==> src/rtl/decoder_proj_stream_if.sv <==
// Stream bundle between the user-project input pins and the decoder: input
// handshake, buffered output handshake and error counter access.
interface decoder_proj_stream_if #(
   parameter int IN_W     = 3,
   parameter int OUT_W    = 7,
   parameter int CHANNELS = 2
);
   logic                      in_valid;
   logic                      in_ready;
   logic [CHANNELS*IN_W-1:0]  in_code;
   logic [1:0]                in_mode;
   logic                      out_valid;
   logic                      out_ready;
   logic [CHANNELS*OUT_W-1:0] out_dec;
   logic [CHANNELS-1:0]       out_err;
   logic [7:0]                err_cnt;
   logic                      err_clr;

   modport slave (
      input  in_valid, in_code, in_mode, out_ready, err_clr,
      output in_ready, out_valid, out_dec, out_err, err_cnt
   );

   modport master (
      output in_valid, in_code, in_mode, out_ready, err_clr,
      input  in_ready, out_valid, out_dec, out_err, err_cnt
   );
endinterface

==> src/rtl/decoder_proj_stream.sv <==
// Multi-channel code decoder (one-hot / thermometer / active-low one-hot)
// with a 2-entry registered output buffer and a saturating error counter.
//
// state    | meaning
// ---------+-----------------------------------------------
// ST_EMPTY | no word buffered, out_valid low, outputs zero
// ST_ONE   | head holds one word, can accept and emit
// ST_FULL  | head and tail hold words, in_ready low
module decoder_proj_stream #(
   parameter int IN_W     = 3,
   parameter int OUT_W    = 7,
   parameter int CHANNELS = 2
) (
   input  logic                 clk,
   input  logic                 rst_n,
   decoder_proj_stream_if.slave bus
);
   typedef enum logic [1:0] {ST_EMPTY, ST_ONE, ST_FULL} state_t;

   state_t                    state_q, state_d;
   logic [CHANNELS*OUT_W-1:0] head_dec_q, head_dec_d;
   logic [CHANNELS*OUT_W-1:0] tail_dec_q, tail_dec_d;
   logic [CHANNELS-1:0]       head_err_q, head_err_d;
   logic [CHANNELS-1:0]       tail_err_q, tail_err_d;
   logic [7:0]                err_cnt_q, err_cnt_d;
   logic [CHANNELS*OUT_W-1:0] new_dec;
   logic [CHANNELS-1:0]       new_err;
   logic                      push, pop;

   always_comb begin
      logic [IN_W-1:0]  k;
      logic [OUT_W-1:0] word;
      new_dec = '0;
      new_err = '0;
      k       = '0;
      word    = '0;
      for (int c = 0; c < CHANNELS; c++) begin
         k = bus.in_code[c*IN_W +: IN_W];
         for (int b = 0; b < OUT_W; b++) begin
            case (bus.in_mode)
               2'd1:    word[b] = (b <= int'(k));
               2'd2:    word[b] = (int'(k) != b);
               default: word[b] = (int'(k) == b);
            endcase
         end
         // out-of-range codes force a flat word so thermometer mode cannot leak ones
         if (int'(k) >= OUT_W) begin
            word       = (bus.in_mode == 2'd2) ? '1 : '0;
            new_err[c] = 1'b1;
         end
         new_dec[c*OUT_W +: OUT_W] = word;
      end
   end

   assign push = bus.in_valid && (state_q != ST_FULL);
   assign pop  = (state_q != ST_EMPTY) && bus.out_ready;

   always_comb begin
      state_d    = state_q;
      head_dec_d = head_dec_q;
      head_err_d = head_err_q;
      tail_dec_d = tail_dec_q;
      tail_err_d = tail_err_q;
      case (state_q)
         ST_EMPTY: begin
            if (push) begin
               head_dec_d = new_dec;
               head_err_d = new_err;
               state_d    = ST_ONE;
            end
         end
         ST_ONE: begin
            if (push && pop) begin
               head_dec_d = new_dec;
               head_err_d = new_err;
            end else if (push) begin
               tail_dec_d = new_dec;
               tail_err_d = new_err;
               state_d    = ST_FULL;
            end else if (pop) begin
               head_dec_d = '0;
               head_err_d = '0;
               state_d    = ST_EMPTY;
            end
         end
         ST_FULL: begin
            if (pop) begin
               head_dec_d = tail_dec_q;
               head_err_d = tail_err_q;
               tail_dec_d = '0;
               tail_err_d = '0;
               state_d    = ST_ONE;
            end
         end
         default: begin
            state_d    = ST_EMPTY;
            head_dec_d = '0;
            head_err_d = '0;
            tail_dec_d = '0;
            tail_err_d = '0;
         end
      endcase
   end

   always_comb begin
      err_cnt_d = err_cnt_q;
      if (bus.err_clr) begin
         err_cnt_d = '0;
      end else if (push && (|new_err) && (err_cnt_q != 8'hFF)) begin
         err_cnt_d = err_cnt_q + 8'd1;
      end
   end

   always_ff @(posedge clk or negedge rst_n) begin
      if (!rst_n) begin
         state_q    <= ST_EMPTY;
         head_dec_q <= '0;
         head_err_q <= '0;
         tail_dec_q <= '0;
         tail_err_q <= '0;
         err_cnt_q  <= '0;
      end else begin
         state_q    <= state_d;
         head_dec_q <= head_dec_d;
         head_err_q <= head_err_d;
         tail_dec_q <= tail_dec_d;
         tail_err_q <= tail_err_d;
         err_cnt_q  <= err_cnt_d;
      end
   end

   assign bus.in_ready  = (state_q != ST_FULL);
   assign bus.out_valid = (state_q != ST_EMPTY);
   assign bus.out_dec   = head_dec_q;
   assign bus.out_err   = head_err_q;
   assign bus.err_cnt   = err_cnt_q;
endmodule

==> src/flat_wrapper.sv <==
// flat-port wrapper written by rule: the top's interface ports become plain ports
module decoder_proj_stream_flat 
#(
   parameter int IN_W     = 3,
   parameter int OUT_W    = 7,
   parameter int CHANNELS = 2
)
  (clk, rst_n, bus_in_valid, bus_in_code, bus_in_mode, bus_out_ready, bus_err_clr, bus_in_ready, bus_out_valid, bus_out_dec, bus_out_err, bus_err_cnt);
  decoder_proj_stream_if #(.IN_W(IN_W), .OUT_W(OUT_W), .CHANNELS(CHANNELS)) bus_i ();
  input  logic clk;
  input  logic rst_n;
  input wire logic [$bits(bus_i.in_valid)-1:0] bus_in_valid;
  input wire logic [$bits(bus_i.in_code)-1:0] bus_in_code;
  input wire logic [$bits(bus_i.in_mode)-1:0] bus_in_mode;
  input wire logic [$bits(bus_i.out_ready)-1:0] bus_out_ready;
  input wire logic [$bits(bus_i.err_clr)-1:0] bus_err_clr;
  output wire logic [$bits(bus_i.in_ready)-1:0] bus_in_ready;
  output wire logic [$bits(bus_i.out_valid)-1:0] bus_out_valid;
  output wire logic [$bits(bus_i.out_dec)-1:0] bus_out_dec;
  output wire logic [$bits(bus_i.out_err)-1:0] bus_out_err;
  output wire logic [$bits(bus_i.err_cnt)-1:0] bus_err_cnt;
  assign bus_i.in_valid = bus_in_valid;
  assign bus_i.in_code = bus_in_code;
  assign bus_i.in_mode = bus_in_mode;
  assign bus_i.out_ready = bus_out_ready;
  assign bus_i.err_clr = bus_err_clr;
  assign bus_in_ready = bus_i.in_ready;
  assign bus_out_valid = bus_i.out_valid;
  assign bus_out_dec = bus_i.out_dec;
  assign bus_out_err = bus_i.out_err;
  assign bus_err_cnt = bus_i.err_cnt;
  decoder_proj_stream #(.IN_W(IN_W), .OUT_W(OUT_W), .CHANNELS(CHANNELS)) u_core (.clk(clk), .rst_n(rst_n), .bus(bus_i));
endmodule
==> config.mk <==
export PLATFORM = sky130hd
export DESIGN_NAME = decoder_proj_stream_flat
export DESIGN_NICKNAME = d
export VERILOG_FILES = /design/src/rtl/decoder_proj_stream_if.sv /design/src/rtl/decoder_proj_stream.sv /design/src/flat_wrapper.sv
export SDC_FILE = /design/constraint.sdc
export NUM_CORES = 1
export LEC_CHECK = 0
export ABC_AREA = 0
export CORE_MARGIN = 3
export CORE_UTILIZATION = 30
export CTS_CLUSTER_DIAMETER = 50
export DETAILED_ROUTE_END_ITERATION = 6
export GPL_ROUTABILITY_DRIVEN = 0
export PLACE_DENSITY = 0.55
export SLEW_MARGIN = 20
export SYNTH_ARGS = -nofsm -noshare
export SYNTH_HDL_FRONTEND = slang
export SYNTH_SLANG_ARGS = --single-unit
==> constraint.sdc <==
create_clock -name clk -period 3.12 [get_ports clk]
set_clock_uncertainty 0.2 [all_clocks]
set_input_delay 0.624 -clock clk [delete_from_list [all_inputs] [get_ports clk]]
set_output_delay 0.624 -clock clk [all_outputs]
set_load 0.03 [all_outputs]
# After elaboration in Yosys (flattened, before gate mapping)
# Index checks and enable logic that the tools add are counted.
[word_totals] output_inout_bits=26 ff_bits=42 word_cells=117
[op_classes] eq_ne=37 n_mux=42 reduce_logical=16 n_addsub=1 n_lt_le_gt_ge=14 bitwise=1
[op_table] op="14-bit two-way mux" count=6
[op_table] op="14-bit case mux with 3 select lines" count=2
[op_table] op="1-bit case mux with 2 select lines" count=14
[op_table] op="3-bit inequality test (second input constant)" count=9
[op_table] op="3-bit equality test (second input constant)" count=8
[op_table] op="7-bit two-way mux" count=3
[op_table] op="2-bit two-way mux" count=10
[op_table] op="3-bit less-or-equal comparator (first input constant)" count=6
[op_table] op="2-bit case mux with 3 select lines" count=3
[op_table] op="8-bit two-way mux" count=2
[op_table] op="3-bit by 2-bit equality test with 1-bit output (second input constant)" count=4
[op_table] op="2-bit by 3-bit less-or-equal comparator with 1-bit output (first input constant)" count=4
[op_table] op="3-bit by 2-bit inequality test with 1-bit output (second input constant)" count=4
[op_table] op="4-bit AND reduction" count=3
[op_table] op="8-bit by 1-bit adder with 8-bit output (second input constant)" count=1
[op_table] op="8-bit inequality test (second input constant)" count=1
[op_table] op="3-bit >= comparator (second input constant)" count=2
[op_table] op="1-bit by 3-bit less-or-equal comparator with 1-bit output (first input constant)" count=2
[op_table] op="3-bit zero test" count=2
[op_table] op="2-bit by 1-bit inequality test with 1-bit output (second input constant)" count=3
[op_table] op="3-bit by 1-bit inequality test with 1-bit output (second input constant)" count=2
[op_table] op="3-bit nonzero test" count=2
[op_table] op="1-bit logical AND" count=5
[op_table] op="2-bit by 1-bit equality test with 1-bit output (second input constant)" count=2
[op_table] op="7 further kinds" count=11

# Longest topological paths before layout
[logic_depth] word_depth=7 depth_mapped=8 ltp_nobuf=6

# Worst setup path after synthesis
# Ideal clock, no wire load.
[synth_path] path_type="input port to flip-flop" start="input bus_in_mode[0]" end="register u_core.tail_dec_q[4]" setup_time_ns=0.121 arrival_ns=1.879 t_required_ns=2.799 stages=7 setup_slack_ns=0.920 path_cell_list="inv_1 > ha_1 > clkbuf_1 > clkbuf_1 > o21ai_0 > and3b_1 > a22o_1"
[synth_between] elab_chain_cells=6 word_cells_on_any_way=8 classes_between="eq/ne (2); mux (6)"
[synth_lines] element="from (decl)" line="flat_wrapper.sv:14" text="input wire logic [$bits(bus_i.in_mode)-1:0] bus_in_mode;"
[synth_lines] element="2-bit equality test or 2-bit by 1-bit equality test with 1-bit output (tied branches)" line="decoder_proj_stream.sv:40, decoder_proj_stream.sv:48"
[synth_lines] element="1-bit case mux with 2 select lines or 7-bit two-way mux (tied branches)" line="decoder_proj_stream.sv:40, decoder_proj_stream.sv:48"
[synth_lines] element="7-bit two-way mux (*)" line="decoder_proj_stream.sv:47" text="if (int'(k) >= OUT_W) begin"
[synth_lines] element="14-bit two-way mux (*)" line="decoder_proj_stream.sv:76" text="end else if (push) begin"
[synth_lines] element="14-bit two-way mux (*)" line="decoder_proj_stream.sv:73" text="if (push && pop) begin"
[synth_lines] element="14-bit case mux with 3 select lines (*)" line="decoder_proj_stream.sv:64" text="case (state_q)"
[synth_lines] element="to (signal assigned)" line="decoder_proj_stream.sv:126" text="tail_dec_q <= tail_dec_d;"
[synth_lines] element="to (decl)" line="decoder_proj_stream.sv:22" text="logic [CHANNELS*OUT_W-1:0] tail_dec_q, tail_dec_d;"
# Mark *: on every way between the ends. The rest lies on a longest branch, timed or not. The select of a mux whose other input is x is not followed.
# A chain may end at the register's enable or synchronous reset.

# Worst setup path after layout
[layout_path] start="input bus_in_mode[0]" end="register u_core.head_dec_q[3], in the netlist u_core.bus.out_dec[3]"
[layout_between] elab_chain_cells=5 word_cells_on_any_way=8 classes_between="eq/ne (2); mux (6)"
[layout_lines] element="2-bit equality test or 2-bit by 1-bit equality test with 1-bit output (tied branches)" line="decoder_proj_stream.sv:40, decoder_proj_stream.sv:48"
[layout_lines] element="1-bit case mux with 2 select lines or 7-bit two-way mux (tied branches)" line="decoder_proj_stream.sv:40, decoder_proj_stream.sv:48"
[layout_lines] element="7-bit two-way mux (*)" line="decoder_proj_stream.sv:47"
[layout_lines] element="14-bit two-way mux (on tied branches)" line="decoder_proj_stream.sv:73, decoder_proj_stream.sv:66"
[layout_lines] element="14-bit case mux with 3 select lines (*)" line="decoder_proj_stream.sv:64"
[layout_lines] element="to (signal assigned)" line="decoder_proj_stream.sv:117" text="head_dec_q <= '0;"
[layout_lines] element="to (signal assigned)" line="decoder_proj_stream.sv:124" text="head_dec_q <= head_dec_d;"
[layout_lines] element="to (decl)" line="decoder_proj_stream.sv:21" text="logic [CHANNELS*OUT_W-1:0] head_dec_q, head_dec_d;"
# Marked as above.

==> flow_metrics.env <==
export IMPL_status="completed"
export IMPL_synth_area_leaders="dfrtp_1 43%, a21oi_1 5.3%, o21ai_0 4.5%"
export IMPL_synth_common_cells="42 x dfrtp_1, 26 x a21oi_1, 23 x nand2_1"
export IMPL_numPortBuffers=38
export IMPL_required_ps=3100
export IMPL_ys_seq_area_share_pct=43.1
export IMPL_synth_compound_area_share_pct=32.5
export IMPL_yosys_warnings=0
export IMPL_rrSetupSlack_ps=1150
export IMPL_switchingPower_mw=0.507
export IMPL_fin_area_um2=3050
export IMPL_cts_tree="done"
export IMPL_routedWlPerCell_um=15.3
export IMPL_tns_ps=0
export IMPL_powerDensity_nw_per_um2=516
export IMPL_clkPwrFrac_pct=28.0
export IMPL_critPathMaxStageDelay_ps=480
export IMPL_maxSlewViolCount=0
export IMPL_period_minus_slack_ps=2590
export IMPL_synth_xor_area_share_pct=1.08
export IMPL_start_util_pct=31.2
export IMPL_crit_path_start="bus_in_mode[0]"
export IMPL_setup_slack_ps=526
export IMPL_ant_nets=0
export IMPL_viasPerCell=5.38
export IMPL_crit_path_cell_trace="clkdlybuf4s50_1 > inv_1 > ha_1 > or2_2 > a21oi_1 > a2111oi_0 > a221o_1"
export IMPL_reg2regPathDepth=4
export IMPL_comb_power_share_pct=30.0
export IMPL_grt_overflow=0
export IMPL_hpwl_um=4320
export IMPL_irDropWorstVdd_mv=0.175
export IMPL_io_pins=39
export IMPL_antenna_found_initial=0
export IMPL_critPathMaxFanout=14
export IMPL_hold_path_class="input port to asynchronous set/reset pin"
export IMPL_ff_latch_area_um2=1050
export IMPL_grt_max_degree=43
export IMPL_hold_violations=0
export IMPL_period_share_pct=83.1
export IMPL_worst_pin_slew_ps=953
export IMPL_syn_nets=285
export IMPL_synth_cell_types=52
export IMPL_first_iter_violations=100
export IMPL_fmax_mhz=386
export IMPL_syn_area_per_cell_um2=9.07
export IMPL_place_area_um2=2940
export IMPL_clk_pin_slew_worst_paths_ps=80
export IMPL_post_cts_buffers=0
export IMPL_end_kind="register"
export IMPL_fin_util_pct=39.0
export IMPL_netlist_area_um2=2440
export IMPL_core_um2=7810
export IMPL_placementRows=32
export IMPL_synth_simple_area_share_pct=16.9
export IMPL_cts_buffers=5
export IMPL_synth_top_family_by_area="compound AO/OA/AOI/OAI gates"
export IMPL_num_fill_cells=777
export IMPL_drtPass1Iterations=4
export IMPL_area_growth_pct=25.0
export IMPL_seqPwrFrac_pct=42.0
export IMPL_yosysTopAreaCellShare_pct=43.1
export IMPL_yosys_area_share_adder_pct=1.54
export IMPL_clock_latency_ps=290
export IMPL_die_w_um=96.2
export IMPL_via_count=2188
export IMPL_ys_ff_latch=42
export IMPL_hold_buffers=0
export IMPL_async_reset_ff_share_pct=100
export IMPL_setup_viol=0
export IMPL_synth_edf_count=0
export IMPL_cap_violations=0
export IMPL_p_sw_share_pct=32.2
export IMPL_dieArea_um2=9250
export IMPL_drc=0
export IMPL_fin_hold_ws_ps=278
export IMPL_num_nets_final=321
export IMPL_cell_internal_pwr_mw=1.07
export IMPL_worst_path_max_delay_cell="clkdlybuf4s50_1"
export IMPL_wl_um=6240
export IMPL_synth_cells=269
export IMPL_grt_pass1_vias=2001
export IMPL_critPathKind="input port to register"
export IMPL_ctsResizeCount=0
export IMPL_place_ws_ps=210
export IMPL_drive_above_1_share_pct=8.85
export IMPL_htree_num_levels=2
export IMPL_grt_first_pass_wirelength_um=10000
export IMPL_die_y_um=96.2
export IMPL_p_leak_nw=1.27
export IMPL_num_antenna_cells=0
export IMPL_grt_usage_pct=13.9
export IMPL_r2r_end="u_core.bus.out_dec[13]$_DFFE_PN0P_"
export IMPL_cts_root_buf="clkbuf_8"
export IMPL_dominantRegCellSynth="dfrtp_1"
export IMPL_synth_most_common_cell="dfrtp_1"
export IMPL_r2r_start="u_core.state_q[0]$_DFFE_PN0P_"
export IMPL_worstPathArrival_ps=2580
export IMPL_slew_headroom_pct=36.5
export IMPL_rsz0062_at_grt="no"
export IMPL_start_kind="input port"
export IMPL_cts_sinks=42
export IMPL_multiInputGateArea_um2=1270
export IMPL_yosysTopAreaCell="dfrtp_1"
export IMPL_synthMuxAreaShare_pct=0
export IMPL_cts_max_path_buffers=2
flip-flops by register name, indices dropped and copies added (netlist names):
register            flops
u_core.bus.out_err      2
u_core.tail_dec_q      14
u_core.tail_err_q       2
u_core.bus.err_cnt      8
u_core.state_q          2
u_core.bus.out_dec     14
cell families (layout without fill, tap and decap cells):
kind of cell	count (synthesis)	count (layout)
buf+inv	28	64
simple gates	79	79
compound gates	114	114
xor+xnor	3	3
flops	42	42
fa+ha+maj	3	3
layout make-up:
class / count / share of cell area, %
clock buffers: 6 / 2.71
clock inverters: 1 / 0.985
inverters: 8 / 0.985
multi-input cells: 199 / 41.6
flip-flops and latches: 42 / 34.5
well taps: 102 / 4.19
repair buffers: 49 / 15.0
power groups by stage:
stage | sequential (mW) | combinational, mW | clock, mW
global route | 0.672 | 0.512 | 0.474
global placement | 0.672 | 0.472 | 0
detailed placement | 0.672 | 0.476 | 0
CTS | 0.662 | 0.477 | 0.453
floorplan | 0.738 | 0.220 | 0
finish | 0.661 | 0.472 | 0.440
cell usage in the layout (no fill, tap or decap), drive strengths merged, types with 2 or more instances in the layout:
cell           Yosys  layout
dfrtp             42      42
clkdlybuf4s50      0      37
a21oi             26      26
nand2             23      23
o21ai             22      22
nor2              16      16
a22o              12      12
buf               11      12
a21o               9       9
inv                8       8
o31ai              8       8
a22oi              7       7
clkbuf             9       6
nand3              5       5
or4                5       5
nand2b             5       5
or3                4       4
a221o              4       4
or2                3       3
o22ai              3       3
nor2b              3       3
a2111oi            3       3
and3               3       3
a221oi             3       3
ha                 3       3
xnor2              2       2
nor3               2       2
a311oi             2       2
o31a               2       2
a211oi             2       2
nand3b             2       2
o41ai              2       2
or3b               2       2
worst max path at each step:
stage | end | slack [ps] | cells past startpoint
floorplan | u_core.tail_dec_q[4]$_DFFE_PN0P_ | 920 | 7
CTS | u_core.bus.out_dec[3]$_DFFE_PN0P_ | 540 | 7
detailed placement | u_core.bus.out_dec[3]$_DFFE_PN0P_ | 210 | 7
global route | u_core.bus.out_dec[11]$_DFFE_PN0P_ | 400 | 7
global placement | u_core.tail_dec_q[13]$_DFFE_PN0P_ | 250 | 7
finish | u_core.bus.out_dec[3]$_DFFE_PN0P_ | 530 | 7
through the flow:
stage / std cells / power, mW
after detailed placement: 400 / 1.15
after CTS: 407 / 1.59
after global placement: 400 / 1.14
final: 407 / 1.57
after floorplan: 269 / 0.958
after global routing: 407 / 1.66
layer usage:
metal	up-vias	share of wire [%]	global-route usage (%)
met5	-	0	0
met4	0	1.0	4.62
met3	4	5.4	2.42
met2	61	46	21.6
met1	1040	47	19.4
li1	1083	-	-
critical path, delay by kind of cell:
kind | cells | cell delay [ps]
simple gates | 1 | 410
buf+inv | 2 | 530
fa+ha+maj | 1 | 470
compound gates | 3 | 550
No activity file was read; power rests on OpenSTA's default activity.
